**config.mk**
```make
export PLATFORM = sky130hd
export DESIGN_NAME = xor_result_collector
export DESIGN_NICKNAME = d
export VERILOG_FILES = /design/src/rtl/xor_result_collector.sv
export SDC_FILE = /design/constraint.sdc
export NUM_CORES = 1
export LEC_CHECK = 0
export CAP_MARGIN = 20
export CORE_MARGIN = 5
export CORE_UTILIZATION = 40
export DETAILED_ROUTE_END_ITERATION = 8
export GPL_TIMING_DRIVEN = 0
export PLACE_DENSITY = 0.67
export SLEW_MARGIN = 25
export SYNTH_ARGS = -nofsm -noshare
export SYNTH_HDL_FRONTEND = slang
export SYNTH_SLANG_ARGS = --single-unit
```
**constraint.sdc**
```tcl
create_clock -name clk -period 1.74 [get_ports clk]
set_input_delay 0.522 -clock clk [delete_from_list [all_inputs] [get_ports clk]]
set_output_delay 0.522 -clock clk [all_outputs]
set_load 0.01 [all_outputs]
```
**src/rtl/xor_result_collector.sv**
```systemverilog
// xor_result_collector: packs XOR-stage result bits into words and
// counts mismatches against a^b with a saturating error counter.
//
// Ports:
//   clk, rst_n            clock, async active-low reset
//   in_valid/in_ready     upstream {in_a, in_b, in_result} handshake
//   out_valid/out_ready   downstream word handshake
//   out_word[WIDTH]       collected bits, bit i = i-th beat
//   out_mismatch          some beat of the current word mismatched
//   err_count[CNT_W]      saturating mismatch total since reset
//
// Build option: XOR_COLLECT_CORRECT_EN stores a^b instead of the
// raw result; mismatch reporting is unchanged.
module xor_result_collector #(
  parameter int WIDTH = 8,
  parameter int CNT_W = 8
) (
  input  logic             clk,
  input  logic             rst_n,
  input  logic             in_valid,
  output logic             in_ready,
  input  logic             in_a,
  input  logic             in_b,
  input  logic             in_result,
  output logic             out_valid,
  input  logic             out_ready,
  output logic [WIDTH-1:0] out_word,
  output logic             out_mismatch,
  output logic [CNT_W-1:0] err_count
);

  localparam int IDX_W = $clog2(WIDTH);
  localparam logic [IDX_W-1:0] LAST = IDX_W'(WIDTH - 1);
  localparam logic [CNT_W-1:0] CNT_MAX = '1;

  typedef enum logic {
    COLLECT = 1'b0,
    HOLD    = 1'b1
  } state_t;

  state_t           state;
  state_t           state_nx;
  logic [IDX_W-1:0] idx;
  logic             accept;
  logic             drain;
  logic             mism;
  logic             bit_in;

  assign mism = in_result != (in_a ^ in_b);

`ifdef XOR_COLLECT_CORRECT_EN
  assign bit_in = in_a ^ in_b;
`else
  assign bit_in = in_result;
`endif

  always_comb begin
    state_nx  = state;
    in_ready  = 1'b0;
    out_valid = 1'b0;
    accept    = 1'b0;
    drain     = 1'b0;
    unique case (state)
      COLLECT: begin
        in_ready = 1'b1;
        accept   = in_valid;
        if (in_valid && idx == LAST)
          state_nx = HOLD;
      end
      HOLD: begin
        out_valid = 1'b1;
        drain     = out_ready;
        if (out_ready)
          state_nx = COLLECT;
      end
      default: state_nx = COLLECT;
    endcase
  end

  always_ff @(posedge clk or negedge rst_n) begin
    if (!rst_n)
      state <= COLLECT;
    else
      state <= state_nx;
  end

  always_ff @(posedge clk or negedge rst_n) begin
    if (!rst_n) begin
      idx          <= '0;
      out_word     <= '0;
      out_mismatch <= 1'b0;
    end else if (accept) begin
      out_word[idx] <= bit_in;
      if (mism)
        out_mismatch <= 1'b1;
      // explicit wrap keeps non-power-of-two widths in range
      if (idx == LAST)
        idx <= '0;
      else
        idx <= idx + 1'b1;
    end else if (drain) begin
      out_word     <= '0;
      out_mismatch <= 1'b0;
    end
  end

  always_ff @(posedge clk or negedge rst_n) begin
    if (!rst_n)
      err_count <= '0;
    else if (accept && mism && err_count != CNT_MAX)
      err_count <= err_count + 1'b1;
  end

endmodule

```
==> run metrics, run 1 <==
r2r startpoint err_count[0]; Synth Cell Area 1050 um2; Area growth syn-to-layout 37.7%; die width 61.3 um; initial core utilization 42.1%; VDD IR max 0.991 mV; fmax 586 MHz; Post-synth top flop dfrtp_1; largest family of logic cells by synthesized area simple AND/OR/NAND/NOR gates; Clock Tree Buf Depth 2; first-pass GRT wire length 3.73 mm; Comb pwr share 52.1%; drc violations 0; number of diodes 0; RSZ-0062 raised after global routing yes; aggregate negative setup slack 0 ns; internal power 1.36 mW; sw frac 38.4%; Synth Area in Compound Gates 4.28%; Worst Path Arrival 1.91 ns; DRT Pass-1 Iters 4; yosys synthesis warning count 0; dpl cells 150; status finished, final reports clean; mux contribution to synthesized area 13.1%; vias per cell 5.18; Mapped Avg Cell Area 11.1 um2; Final Hold Fails 0; Leak 0.793 nW; commonest non-fill, non-tap cell in the layout dfrtp_1; Rel. slew slack 68.8%; net count after synthesis 105; Clk pwr share 10.5%; Tmin final 1.71 ns; Reg2Reg Setup Slack 0.04 ns; Worst-Margin Slew 0.467 ns; worst clock skew 0.0115 ns; Final Cell Area 1450 um2; number of max-cap violations 0; Tcrit/Tclk final 98.0%; sw power 848 uW; wire per inst 13.9 um; TritonCTS Buffers 3; critical path endpoint category register; Post-Syn Instances 95; Reg area 526 um2; pin count of the biggest net entering global routing 22; Post-DP Area 1340 um2; Hold Crit Class input port to async pin; Max Slew Vio Count 0; critical-path maximum fanout 9; Ports 26; die area 3760 um2; Worst setup SP type input port; port bufs 25; register area share after synthesis 49.9%; final WL 2.25 mm; Non-Filler Instances 162; share of cells above drive strength 1 19.7%; nets 143; grt total ovfl 0; kind of critical path input port to register; async set-reset flop share out of synthesis 100%; GRT Util Overall 13.6%; reg-to-reg endpoint err_count[1]; Synth Area in Adders 3.57%; # fillers 221; Seq pwr share 37.5%; root buffer cell clkbuf_4; CTS sink cnt 21; Synth Register Bits 21; Die Y-Extent 61.3 um; pre-CTS setup slack -0.494 ns; number of global-route vias before repair 849; CTS tree done; area of the multi-input gates 524 um2; Post-synth EDFFs 0; R2R depth 6; post-synthesis xor/xnor area fraction 4.88%; H-tree levels 1; Setup violations, final 0; DRT iter0 DRCs 24; Synth Area in Simple Gates 22.0%; WP data required 1.94 ns; post-synthesis cell type count 29; worst skew pair latency 0.30 ns; Detail Placement HPWL 1.52 mm; overall via count from detail_route 839; core area 2500 um2; Final Wtd Congestion 0.758; num rows 18; most frequent cells in the layout dfrtp_1 (21), nand2_1 (15), dlygate4sd2_1 (11), buf_4 (9), dlymetal6s2s_1 (9); cts hold-fix bufs 0; Power Density 1530 nW/um2; Post-DRT Antenna Nets 0; final setup margin 0.0340 ns; Clock Pin Slew Worst Setup and Hold Paths 0.12 ns; initial antenna violation count 0
==> cell usage after synthesis, drive strengths merged (3+ instances only) <==
cell type  number  area, um2
inv             3       11.3
mux2i           7       70.1
xor2            3       26.3
ha              3       37.5
nand2          16       67.6
nor2b           3       18.8
nor2            5       18.8
mux2            6       67.6
dfrtp          21        526
nand3           5       25.0
==> worst max path at each step <==
stage | end | slack [ns] | startpoint | cells after the start
floorplan | err_count[7] | 0.03 | in_result | 4
global placement | err_count[7] | -0.48 | in_result | 5
detailed placement | err_count[7] | -0.49 | in_result | 5
CTS | err_count[7] | -0.08 | in_b | 5
global route | err_count[1] | -0.02 | err_count[0] | 6
finish | err_count[1] | 0.03 | in_valid | 6
==> sequential cells by signal (all words and copies together) (netlist names) <==
| register | flops |
|---|---|
| out_word | 8 |
| out_mismatch | 1 |
| state | 1 |
| err_count | 8 |
| idx | 3 |
==> power groups by stage <==
stage	combinational [mW]	sequential [mW]	clock, mW
after floorplan	0.499	0.947	0
after global placement	1.05	0.883	0
after detailed placement	1.07	0.892	0
after CTS	1.19	0.834	0.242
after global routing	1.27	0.859	0.263
final	1.15	0.828	0.232
==> metal layers <==
| metal | global-route usage (%) | routed length, um |
|---|---|---|
| met1 | 16.4 | 1030 |
| met5 | 0 | 0 |
| met2 | 23.1 | 1100 |
| met3 | 3.14 | 120 |
| met4 | 5.57 | 10 |
==> timing repair <==
item                       CTS  global route
pin swaps                    3             2
cloned                       0             0
setup endpoints to repair   15            12
buffers inserted             8             0
resized for setup           17            12
==> stage by stage <==
step | hold WS, ns | util (%) | power, mW
after global routing | 0.187 | 58.0 | 2.39
after detailed placement | 0.472 | 53.6 | 1.97
final | 0.150 | 58.0 | 2.21
after CTS | 0.498 | 57.3 | 2.26
after global placement | 0.467 | 53.6 | 1.93
after floorplan | 0.226 | - | 1.45
==> critical path: stages <==
cell	delay, ns
clkdlybuf4s50_1	0.44
nor2b_1	0.13
buf_4	0.18
nand2_4	0.11
nor2_2	0.18
mux2_2	0.34
==> cell families (layout without fill, tap and decap cells) <==
kind of cell,count (synthesis),count (layout)
and+or+nand+nor,41,41
DFF,21,21
AOI/OAI and AO/OA,7,7
buffers and inverters,6,43
muxes,13,13
xor gates and xnor gates,4,4
adders and majority gates,3,3
==> cell type report <==
| class | instances | area share (%) |
|---|---|---|
| Buffer | 3 | 1.04 |
| Clock buffer | 4 | 1.81 |
| Inverter | 3 | 0.777 |
| Multi-Input combinational cell | 68 | 36.2 |
| Sequential cell | 21 | 36.3 |
| Tap cell | 30 | 2.59 |
| Timing Repair Buffer | 33 | 21.3 |
No activity file was read; power rests on OpenSTA's default activity.
==> run 2, diff against run 1 <==
- ABC_CLOCK_PERIOD_IN_PS: not set -> 1740
- CORE_UTILIZATION: 40 -> 48
- PLACE_DENSITY: 0.67 -> 0.78
==> run metrics, run 2 (synthesis gave the netlist of run 1 again) <==
pre-CTS setup slack -0.498 ns (was -0.494 ns); nets 145 (was 143); number of global-route vias before repair 841 (was 849); Clock Tree Buf Depth 2 (unchanged); Die Y-Extent 56.8 um (was 61.3 um); hold_ws 0.158 ns (was 0.150 ns); worst clock skew 0.00172 ns (was 0.0115 ns); Non-Filler Instances 162 (unchanged); final WL 2.19 mm (was 2.25 mm); num rows 17 (was 18); kind of critical path input port to register (unchanged); final setup margin 0.0342 ns (was 0.0340 ns); Max Slew Vio Count 0 (unchanged); Worst-Margin Slew 0.459 ns (was 0.467 ns); Final Hold Fails 0 (unchanged); commonest non-fill, non-tap cell in the layout dfrtp_1 (unchanged); die width 56.8 um (was 61.3 um); biggest regs err_count (8), out_word (8), idx (3) (unchanged); pin count of the biggest net entering global routing 22 (unchanged); GRT Util Overall 13.6% (about the same); Worst setup SP type input port (unchanged); most frequent cells in the layout dfrtp_1 (21), nand2_1 (15), buf_4 (11), dlymetal6s2s_1 (11), dlygate4sd2_1 (8) (was dfrtp_1 (21), nand2_1 (15), dlygate4sd2_1 (11), buf_4 (9), dlymetal6s2s_1 (9)); Clock Pin Slew Worst Setup and Hold Paths 0.11 ns (was 0.12 ns); R2R depth 6 (unchanged); initial core utilization 49.0% (was 42.1%); Reg2Reg Setup Slack 0.14 ns (was 0.04 ns); root buffer cell clkbuf_4 (unchanged); # fillers 180 (was 221); cts hold-fix bufs 0 (unchanged); M1 WL 1.03 mm (unchanged); final core occ 69.7% (was 58.0%); port bufs 25 (unchanged); Post-DRT Antenna Nets 0 (unchanged); core area 2150 um2 (was 2500 um2); top layer in use met3 (was met4); critical path endpoint category register (unchanged); Tcrit/Tclk final 98.0% (about the same); first-pass GRT wire length 3.59 mm (was 3.73 mm); VDD IR max 0.987 mV (was 0.991 mV); Met3 Wirelength 94 um (was 120 um); Power Density 1490 nW/um2 (was 1530 nW/um2); status finished, final reports clean (unchanged); Rel. slew slack 69.4% (was 68.8%); WP data required 1.93 ns (was 1.94 ns); Pwr Total 2.23 mW (was 2.21 mW); RSZ-0062 raised after global routing yes (unchanged); Final Wtd Congestion 0.770 (was 0.758); TritonCTS Buffers 3 (unchanged); H-tree levels 1 (unchanged); Worst Path Arrival 1.90 ns (was 1.91 ns); wire per inst 13.5 um (was 13.9 um); share of cells above drive strength 1 23.1% (was 19.7%); number of max-cap violations 0 (unchanged); met2 WL post-DR 1.07 mm (was 1.10 mm); dpl cells 148 (was 150); DRT iter0 DRCs 12 (was 24); Leak 0.836 nW (was 0.793 nW); fmax 586 MHz (about the same); Detail Placement HPWL 1.49 mm (was 1.52 mm); overall via count from detail_route 847 (was 839); DRT Pass-1 Iters 4 (unchanged); vias per cell 5.23 (was 5.18); r2r startpoint err_count[0] (unchanged); number of diodes 0 (unchanged); CTS sink cnt 21 (unchanged); CTS tree done (unchanged); die area 3230 um2 (was 3760 um2); Tmin final 1.71 ns (about the same); Setup violations, final 0 (unchanged); grt total ovfl 0 (unchanged); Area growth syn-to-layout 42.3% (was 37.7%); reg-to-reg endpoint err_count[1] (unchanged); worst skew pair latency 0.29 ns (was 0.30 ns); drc violations 0 (unchanged); Ports 26 (unchanged); critical-path maximum fanout 6 (was 9); Hold Crit Class input port to async pin (unchanged); initial antenna violation count 0 (unchanged)
run 2: worst max-delay path by stage:
stage	cells after the start	endpoint	startpoint	slack (ns)
2_1_floorplan	4	err_count[7]	in_result	0.03
3_3_place_gp	5	err_count[7]	in_result	-0.50
3_5_place_dp	5	err_count[7]	in_result	-0.50
4_1_cts	1	err_count[6]	err_count[6]	0.002
5_1_grt	6	err_count[4]	in_b	-0.004
6_report	5	err_count[7]	in_b	0.03
run 2: layout make-up:
class	instances	area [um2]	share of cell area (%)
buffer	3	15.0	1.00
clock buffer	4	26.3	1.75
sequential	21	526	35.1
multi-input combinational	68	547	36.5
inverter	3	11.3	0.752
tap	28	35.0	2.34
timing repair buffer	35	338	22.6
run 2: routing by layer:
| layer | track usage, % | vias up |
|---|---|---|
| li1 | - | 407 |
| met1 | 18.2 | 419 |
| met2 | 22.8 | 21 |
| met3 | 2.76 | 0 |
| met4 | 2.98 | 0 |
| met5 | 0 | - |
run 2: critical path: stages:
cell and delay (ns):
clkdlybuf4s50_1 0.42, xor3_2 0.35, nand2_4 0.11, nor4_4 0.17
mux2_4 0.32
run 2: what timing repair did:
| item | CTS | global route |
|---|---|---|
| gates resized for setup | 15 | 17 |
| setup buffers | 7 | 3 |
| pin swaps | 4 | 0 |
| endpoints found under the setup margin | 14 | 22 |
run 2: power by group:
| group | internal, mW | switching, mW |
|---|---|---|
| Combinational | 0.586 | 0.570 |
| Sequential | 0.699 | 0.145 |
| Clock | 0.0891 | 0.140 |
| Total | 1.37 | 0.855 |
run 2: through the flow:
stage,setup TNS [ns],area (um2)
finish,0,1500
global placement,-4.43,1340
detailed placement,-4.84,1340
global route,-0.00449,1500
CTS,0,1430
floorplan,0,1050
